## src/rtl/add_round_key_stage.sv

```systemverilog
// AES AddRoundKey stage: XORs each column-mixed state word with the round key
// for the current round, behind a one-deep valid/ready output register.
module add_round_key_stage #(
  parameter int NR     = 10,
  parameter int ADDR_W = 4
) (
  input  logic              clk,
  input  logic              rst_n,
  input  logic              i_Key_We,
  input  logic [ADDR_W-1:0] i_Key_Addr,
  input  logic [127:0]      i_Key_Data,
  output logic              o_Key_Err,
  input  logic              i_Start,
  output logic              o_Busy,
  input  logic              i_Valid,
  output logic              o_Ready,
  input  logic [127:0]      i_Data,
  output logic              o_Valid,
  input  logic              i_Ready,
  output logic [127:0]      o_Data,
  output logic [ADDR_W-1:0] o_Round,
  output logic              o_Last
);

  typedef enum logic {
    S_IDLE = 1'b0,
    S_RUN  = 1'b1
  } state_t;

  localparam logic [ADDR_W-1:0] LAST_RND = ADDR_W'(NR);

  state_t            state_q, state_d;
  logic [ADDR_W-1:0] cnt_q, cnt_d;
  logic [127:0]      key_q [0:NR];
  logic [127:0]      key_d [0:NR];
  logic              valid_q, valid_d;
  logic [127:0]      data_q, data_d;
  logic [ADDR_W-1:0] round_q, round_d;
  logic              last_q, last_d;
  logic              key_err_q, key_err_d;

  logic              ready;
  logic              accept;
  logic              key_wr_ok;
  logic [127:0]      round_key;

  // The output register can take a new word when empty or when it drains
  // this same cycle, so a held word never blocks a steady stream.
  always_comb begin
    ready     = (state_q == S_RUN) && (!valid_q || i_Ready);
    accept    = i_Valid && ready;
    key_wr_ok = i_Key_We && (state_q == S_IDLE) && (i_Key_Addr <= LAST_RND);
    round_key = key_q[cnt_q];
  end

  always_comb begin
    state_d = state_q;
    cnt_d   = cnt_q;
    case (state_q)
      S_IDLE: begin
        if (i_Start) begin
          state_d = S_RUN;
          cnt_d   = '0;
        end
      end
      S_RUN: begin
        if (accept) begin
          if (cnt_q == LAST_RND) begin
            state_d = S_IDLE;
            cnt_d   = '0;
          end else begin
            cnt_d = cnt_q + 1'b1;
          end
        end
      end
      default: begin
        state_d = S_IDLE;
        cnt_d   = '0;
      end
    endcase
  end

  always_comb begin
    valid_d = valid_q;
    data_d  = data_q;
    round_d = round_q;
    last_d  = last_q;
    if (accept) begin
      valid_d = 1'b1;
      data_d  = i_Data ^ round_key;
      round_d = cnt_q;
      last_d  = (cnt_q == LAST_RND);
    end else if (valid_q && i_Ready) begin
      valid_d = 1'b0;
    end
  end

  // Writes are only legal while no block is in flight; anything else is
  // dropped and reported so the key-schedule side can retry.
  always_comb begin
    key_err_d = i_Key_We && !key_wr_ok;
    for (int i = 0; i <= NR; i++) begin
      key_d[i] = key_q[i];
    end
    if (key_wr_ok) begin
      key_d[i_Key_Addr] = i_Key_Data;
    end
  end

  always_ff @(posedge clk) begin
    if (!rst_n) begin
      state_q   <= S_IDLE;
      cnt_q     <= '0;
      valid_q   <= 1'b0;
      data_q    <= '0;
      round_q   <= '0;
      last_q    <= 1'b0;
      key_err_q <= 1'b0;
      for (int i = 0; i <= NR; i++) begin
        key_q[i] <= '0;
      end
    end else begin
      state_q   <= state_d;
      cnt_q     <= cnt_d;
      valid_q   <= valid_d;
      data_q    <= data_d;
      round_q   <= round_d;
      last_q    <= last_d;
      key_err_q <= key_err_d;
      for (int i = 0; i <= NR; i++) begin
        key_q[i] <= key_d[i];
      end
    end
  end

  always_comb begin
    o_Ready   = ready;
    o_Busy    = (state_q == S_RUN);
    o_Valid   = valid_q;
    o_Data    = data_q;
    o_Round   = round_q;
    o_Last    = last_q;
    o_Key_Err = key_err_q;
  end

endmodule

```

## config.mk

```make
export PLATFORM = sky130hd
export DESIGN_NAME = add_round_key_stage
export DESIGN_NICKNAME = d
export VERILOG_FILES = /design/src/rtl/add_round_key_stage.sv
export SDC_FILE = /design/constraint.sdc
export NUM_CORES = 2
export LEC_CHECK = 0
export BUFFER_PORTS_ARGS = -buffer_cell sky130_fd_sc_hd__buf_2
export CORE_MARGIN = 1
export CORE_UTILIZATION = 37
export CTS_CLUSTER_DIAMETER = 200
export CTS_CLUSTER_SIZE = 20
export DETAILED_ROUTE_END_ITERATION = 6
export HOLD_SLACK_MARGIN = 0.1
export PLACE_DENSITY = 0.56
export SLEW_MARGIN = 15
export SYNTH_ARGS = -nofsm -noshare
export SYNTH_HDL_FRONTEND = slang
export SYNTH_SLANG_ARGS = --single-unit
export TNS_END_PERCENT = 5
```

## constraint.sdc

```tcl
create_clock -name clk -period 2 [get_ports clk]
set_input_delay 0.3 -clock clk [delete_from_list [all_inputs] [get_ports clk]]
set_output_delay 0.3 -clock clk [all_outputs]
set_load 0.02 [all_outputs]
```

# [Yosys cells after proc, flatten, opt, wreduce, memory -nomap -nowiden]
# Memories as Yosys holds them, arrays and structs flattened. A register that Yosys moved wholly into a read port is not among the register bits.
# Cells that the tools add are included.
[totals] register_bits=140 ram_bits=1408 in_bits=266 out_inout_bits=137 elab_cells=70 mem_count=1
[op_classes] n_addsub=1 magnitude_cmp=3 eq_ne=3 n_mux=29 n_bitwise=14 reduce_logical=12
[mem_list] memory="key_q" depth=11 width=128 read_ports=12 rd_clocked_by_memory_dff=1 wr=11 line_no="34" rtl="logic [127:0] key_q [0:NR];"
[ops] op="2-to-1 mux 128 bit" count=12
[ops] op="bitwise mux 1408 bit" count=1
[ops] op="2-to-1 mux 1408 bit" count=1
[ops] op="demux 128 bit (select 4 bit)" count=1
[ops] op="bitwise XOR 128 bit" count=1
[ops] op="2-to-1 mux 4 bit" count=5
[ops] op="bitwise OR 1 bit" count=11
[ops] op="one-hot mux 4 bit (2 select lines)" count=1
[ops] op="logical AND 1 bit" count=7
[ops] op="2-to-1 mux 1 bit" count=7
[ops] op="greater-or-equal comparator 5 bit (second input constant)" count=1
[ops] op="< comparator 5 x 1 -> 1 bit (second input constant)" count=1
[ops] op="NOT 4 -> 5 bit" count=1
[ops] op="adder 4 x 1 -> 4 bit (second input constant)" count=1
[ops] op="== test 4 bit (second input constant)" count=1
[ops] op="less-or-equal comparator 4 bit (second input constant)" count=1
[ops] op="zero test 1 bit" count=2
[ops] op="inequality test 2 x 1 -> 1 bit (second input constant)" count=1
[ops] op="inequality test 2 bit (second input constant)" count=1
[ops] op="one-hot mux 1 bit (2 select lines)" count=1
[ops] op="AND reduction 2 bit" count=1
[ops] op="nonzero test 2 bit" count=1
[ops] op="logical OR 1 bit" count=1
[ops] op="NOT 1 bit" count=1

# [Logic depth before layout (Yosys ltp)]
[depth] depth_word=8 ltp_mapped=8 depth_no_buf=6

# [Least setup slack after synthesis]
# Ideal clock, no wire load.
[synth_path] path_type="register -> register" start="register (tool-made name)" end="register data_q[67], in the netlist o_Data[67]" setup_time_ns=0.132 arrival_ns=1.661 required_ns=1.868 setup_slack_ns=0.206 path_stages_with_launch=8 path_buffers=3 period_less_slack_ns=1.794 path_cell_list="dfxtp_1 > buf_6 > buf_6 > buf_6 > mux4_2 > mux2i_1 > a2bb2oi_1 > a31oi_1"
[synth_lines] item="end signal, assigned" line_no="126" rtl="data_q <= data_d;"
[synth_lines] item="end, declared" line_no="37" rtl="logic [127:0] data_q, data_d;"

==> impl_metrics.ini <==
[setup_path]
worst_path_cell_chain = buf_16 -> buf_12 -> mux4_2 -> mux2i_2 -> buf_4 -> nand4_1 -> a31oi_1
cpLargestDelayFamily = multiplexers
crit_fanout = 15
r2r_end = o_Data[13]
worst_path_largest_cell_delay_ns = 0.52
worstSetupPathType = flop to flop
cp_slowest_cell = sky130_fd_sc_hd__mux4_2
r2r.worst_path.cells = 7
cp-end-kind = flop
setup.worst_path.end = o_Data[13]
total_number_of_cells_along_the_worst_setup_path = 7
cp.required_ns = 2.67
worst-endpoint-arrival_ns = 2.81
reg2reg_slack_ns = -0.15
critPathBufInv = 3
timing.critical_path.from_type = flop

[synth]
yosysTopAreaCell = sky130_fd_sc_hd__dfxtp_1
post_synth_num_cell_types = 39
synth-main-ff-cell = sky130_fd_sc_hd__dfxtp_1
synthCells = 8515
synth_commonest_cells = sky130_fd_sc_hd__nand2_1 (2965), sky130_fd_sc_hd__dfxtp_1 (1552), sky130_fd_sc_hd__a21oi_1 (1418)
synth_enable_flop_cells = 0
synth-warning-count = 0
syn-num-nets = 8783
synthTopCellsByArea = sky130_fd_sc_hd__dfxtp_1 (45%), sky130_fd_sc_hd__nand2_1 (16%), sky130_fd_sc_hd__a21oi_1 (10%), sky130_fd_sc_hd__mux4_2 (8.3%), sky130_fd_sc_hd__mux2i_1 (3.7%)
post_syn_area_per_cell_um2 = 8.17
synth_largest_type_area_fraction_pct = 44.7
synth-seq-area-share_pct = 44.7
ys_ff_latch = 1552
cell_with_the_most_instances_after_synthesis = sky130_fd_sc_hd__nand2_1
synthArstFlopShare_pct = 0
synthesis.area_um2 = 69500

[floorplan]
core_area_um2 = 186000
ioPinCount = 403
fp.dieH_um = 436
die_area_um2 = 190000
floorplan.initialDensity_pct = 37.4
floorplan.rows = 158
die_x_um = 436

[global_routing]
grt_max_degree = 129
grt_pass1_vias = 61087
globalRouteTotalUtil_pct = 26.6
grt_overflow_total = 0
busiest_layer = met2
met1_usage_pct = 33.9
antenna_found_initial = 22
grtUsageMet2_pct = 44.5
grt_pass1_wl_um = 391000
grt_util_met3_pct = 2.81

[clocking]
clock_sinks = 1552
tritoncts = done
cts_made_buffers = 87
clk_pin_slew_ns = 0.09
h-tree-depth = 3
worstSkewPairLatency_ns = 0.76
cts.root.buffer_cell = sky130_fd_sc_hd__clkbuf_16
clock_tree.buffer_depth = 3

[timing]
tns_ns = -3.74
finalCritPeriodShare_pct = 107
worstMarginPinSlew_ns = 1.05
final-max-slew-violation-count = 0
finalWorstPathRequiredPeriod_ns = 2.15
worst_clock_skew_ns = 0.0390
timing.final.hold_violations = 0
grt_setup_unrepaired = yes
setup_violations = 85
finalWorstSetupSlack_ns = -0.146
maximum_clock_rate_mhz = 466
slew_headroom_pct = 30.3

[status]
status = finished with violations
failed_checks = negative setup slack

[power]
cellPowerDensity_nw_per_um2 = 678
power.leakage_nw = 27.4
totalPowerFinal_mw = 55.4
max-vdd-ir-drop_mv = 0.617

[drt]
routed_wirelength_um = 263000
count_of_unresolved_drc_violations_after_routing = 0
drt-wirelength-per-cell_um = 23.3
antenna_left = 0
vias = 64027
drt-initial-drc-count = 6016
first_pass_iters = 6
post_drt_via_cell_ratio = 5.68

[layout]
stdcell_area_um2 = 81800
seqCellArea_um2 = 31100
layout.cells.non_filler = 11272
post_route_cells_drive_above_1_share_pct = 13.7
flow.area_growth_from_synthesis_pct = 17.6
fin_nets = 9035
multi_input_comb_area_um2 = 35000
number_of_filler_cells_placed_in_the_layout = 17911

[placement]
numPortBuffers = 402
post-place-cells = 10886
dp_worst_setup_slack_ns = -0.330
detailed_place.area_um2 = 76200
post-dp-hpwl_um = 161000
place.gp.congestion = 0.835

[hold_path]
worst_hold_path_type = primary input to flop
worst_hold_path.num_cells = 5

[job]
maxCapViolCount = 0
==> worst min-delay path by stage <==
| stage | from | to |
|---|---|---|
| floorplan | rst_n | o_Busy |
| global placement | key_q[4][92] | key_q[4][92] |
| detailed placement | key_q[4][29] | key_q[4][29] |
| CTS | i_Key_Addr[0] | key_q[3][23] |
| global route | i_Key_Addr[0] | key_q[3][23] |
| finish | i_Key_Addr[0] | key_q[3][23] |
==> cell families after synthesis <==
kind of cell    share of synthesized area, %
buf+inv                                 5.63
flops                                   44.7
compound gates                          17.2
fa+ha+maj                             0.0360
mux                                     12.0
simple gates                            20.5
==> cell type report <==
type | count | area share [%]
flip-flops and latches | 1552 | 38.0
multi-input cells | 6092 | 42.8
clock buffers | 90 | 2.73
well taps | 2480 | 3.79
diodes | 18 | 0.0551
clock inverters | 6 | 0.113
inverters | 7 | 0.0566
repair buffers | 1027 | 12.5
==> per-stage QoR <==
stage          utilization, %  hold slack [ns]
2_1_floorplan               -            0.418
3_3_place_gp             41.0            0.438
3_5_place_dp             41.0            0.443
4_1_cts                  43.8            0.223
5_1_grt                  44.0            0.280
6_report                 44.0            0.274
==> layer usage <==
layer / part of all wire, % / routed length, um
met1: 41 / 107000
met2: 48 / 125000
met3: 6.4 / 16800
met4: 5.1 / 13500
met5: 0.0038 / 10
==> sequential cells by signal, summed over array words and instances, names as in the netlist, named ones only <==
name / flops
key_q: 1408
o_Data: 128
cnt_q: 4
o_Valid: 1
o_Round: 4
o_Last: 1
o_Key_Err: 1
o_Busy: 1
==> timing repair <==
item,in CTS,in global routing
hold buffers,261,0
gates cloned,1,3
resized for setup,62,17
endpoints found under the setup margin,134,192
endpoints found under the hold margin,1544,0
pin swaps,15,1
buffers inserted,4,3
==> placed cells by master, fill, tap and decap left out, types with 138 or more instances in the layout <==
master                          synthesis  routed
sky130_fd_sc_hd__a21oi_1             1418    1418
sky130_fd_sc_hd__buf_12                11     208
sky130_fd_sc_hd__buf_2                205     400
sky130_fd_sc_hd__buf_4                 24     138
sky130_fd_sc_hd__dfxtp_1             1552    1547
sky130_fd_sc_hd__dlygate4sd3_1          0     261
sky130_fd_sc_hd__mux2i_1              256     215
sky130_fd_sc_hd__mux4_2               256     256
sky130_fd_sc_hd__nand2_1             2965    2956
sky130_fd_sc_hd__nand4_1              256     256
==> report_power, final <==
group	total [mW]	internal, mW	switching [mW]
clock	18.8	8.02	10.8
sequential	31.6	31.3	0.302
combinational	5.00	1.84	3.16
total	55.4	41.1	14.3
==> tightest hold or removal path, stage by stage <==
cell and delay, ns:
sky130_fd_sc_hd__buf_2 0.17, sky130_fd_sc_hd__and3_4 0.21, sky130_fd_sc_hd__buf_12 0.17, sky130_fd_sc_hd__nand2_1 0.08, sky130_fd_sc_hd__a21oi_1 0.05
Note: power is estimated with default switching activity, not from simulation.
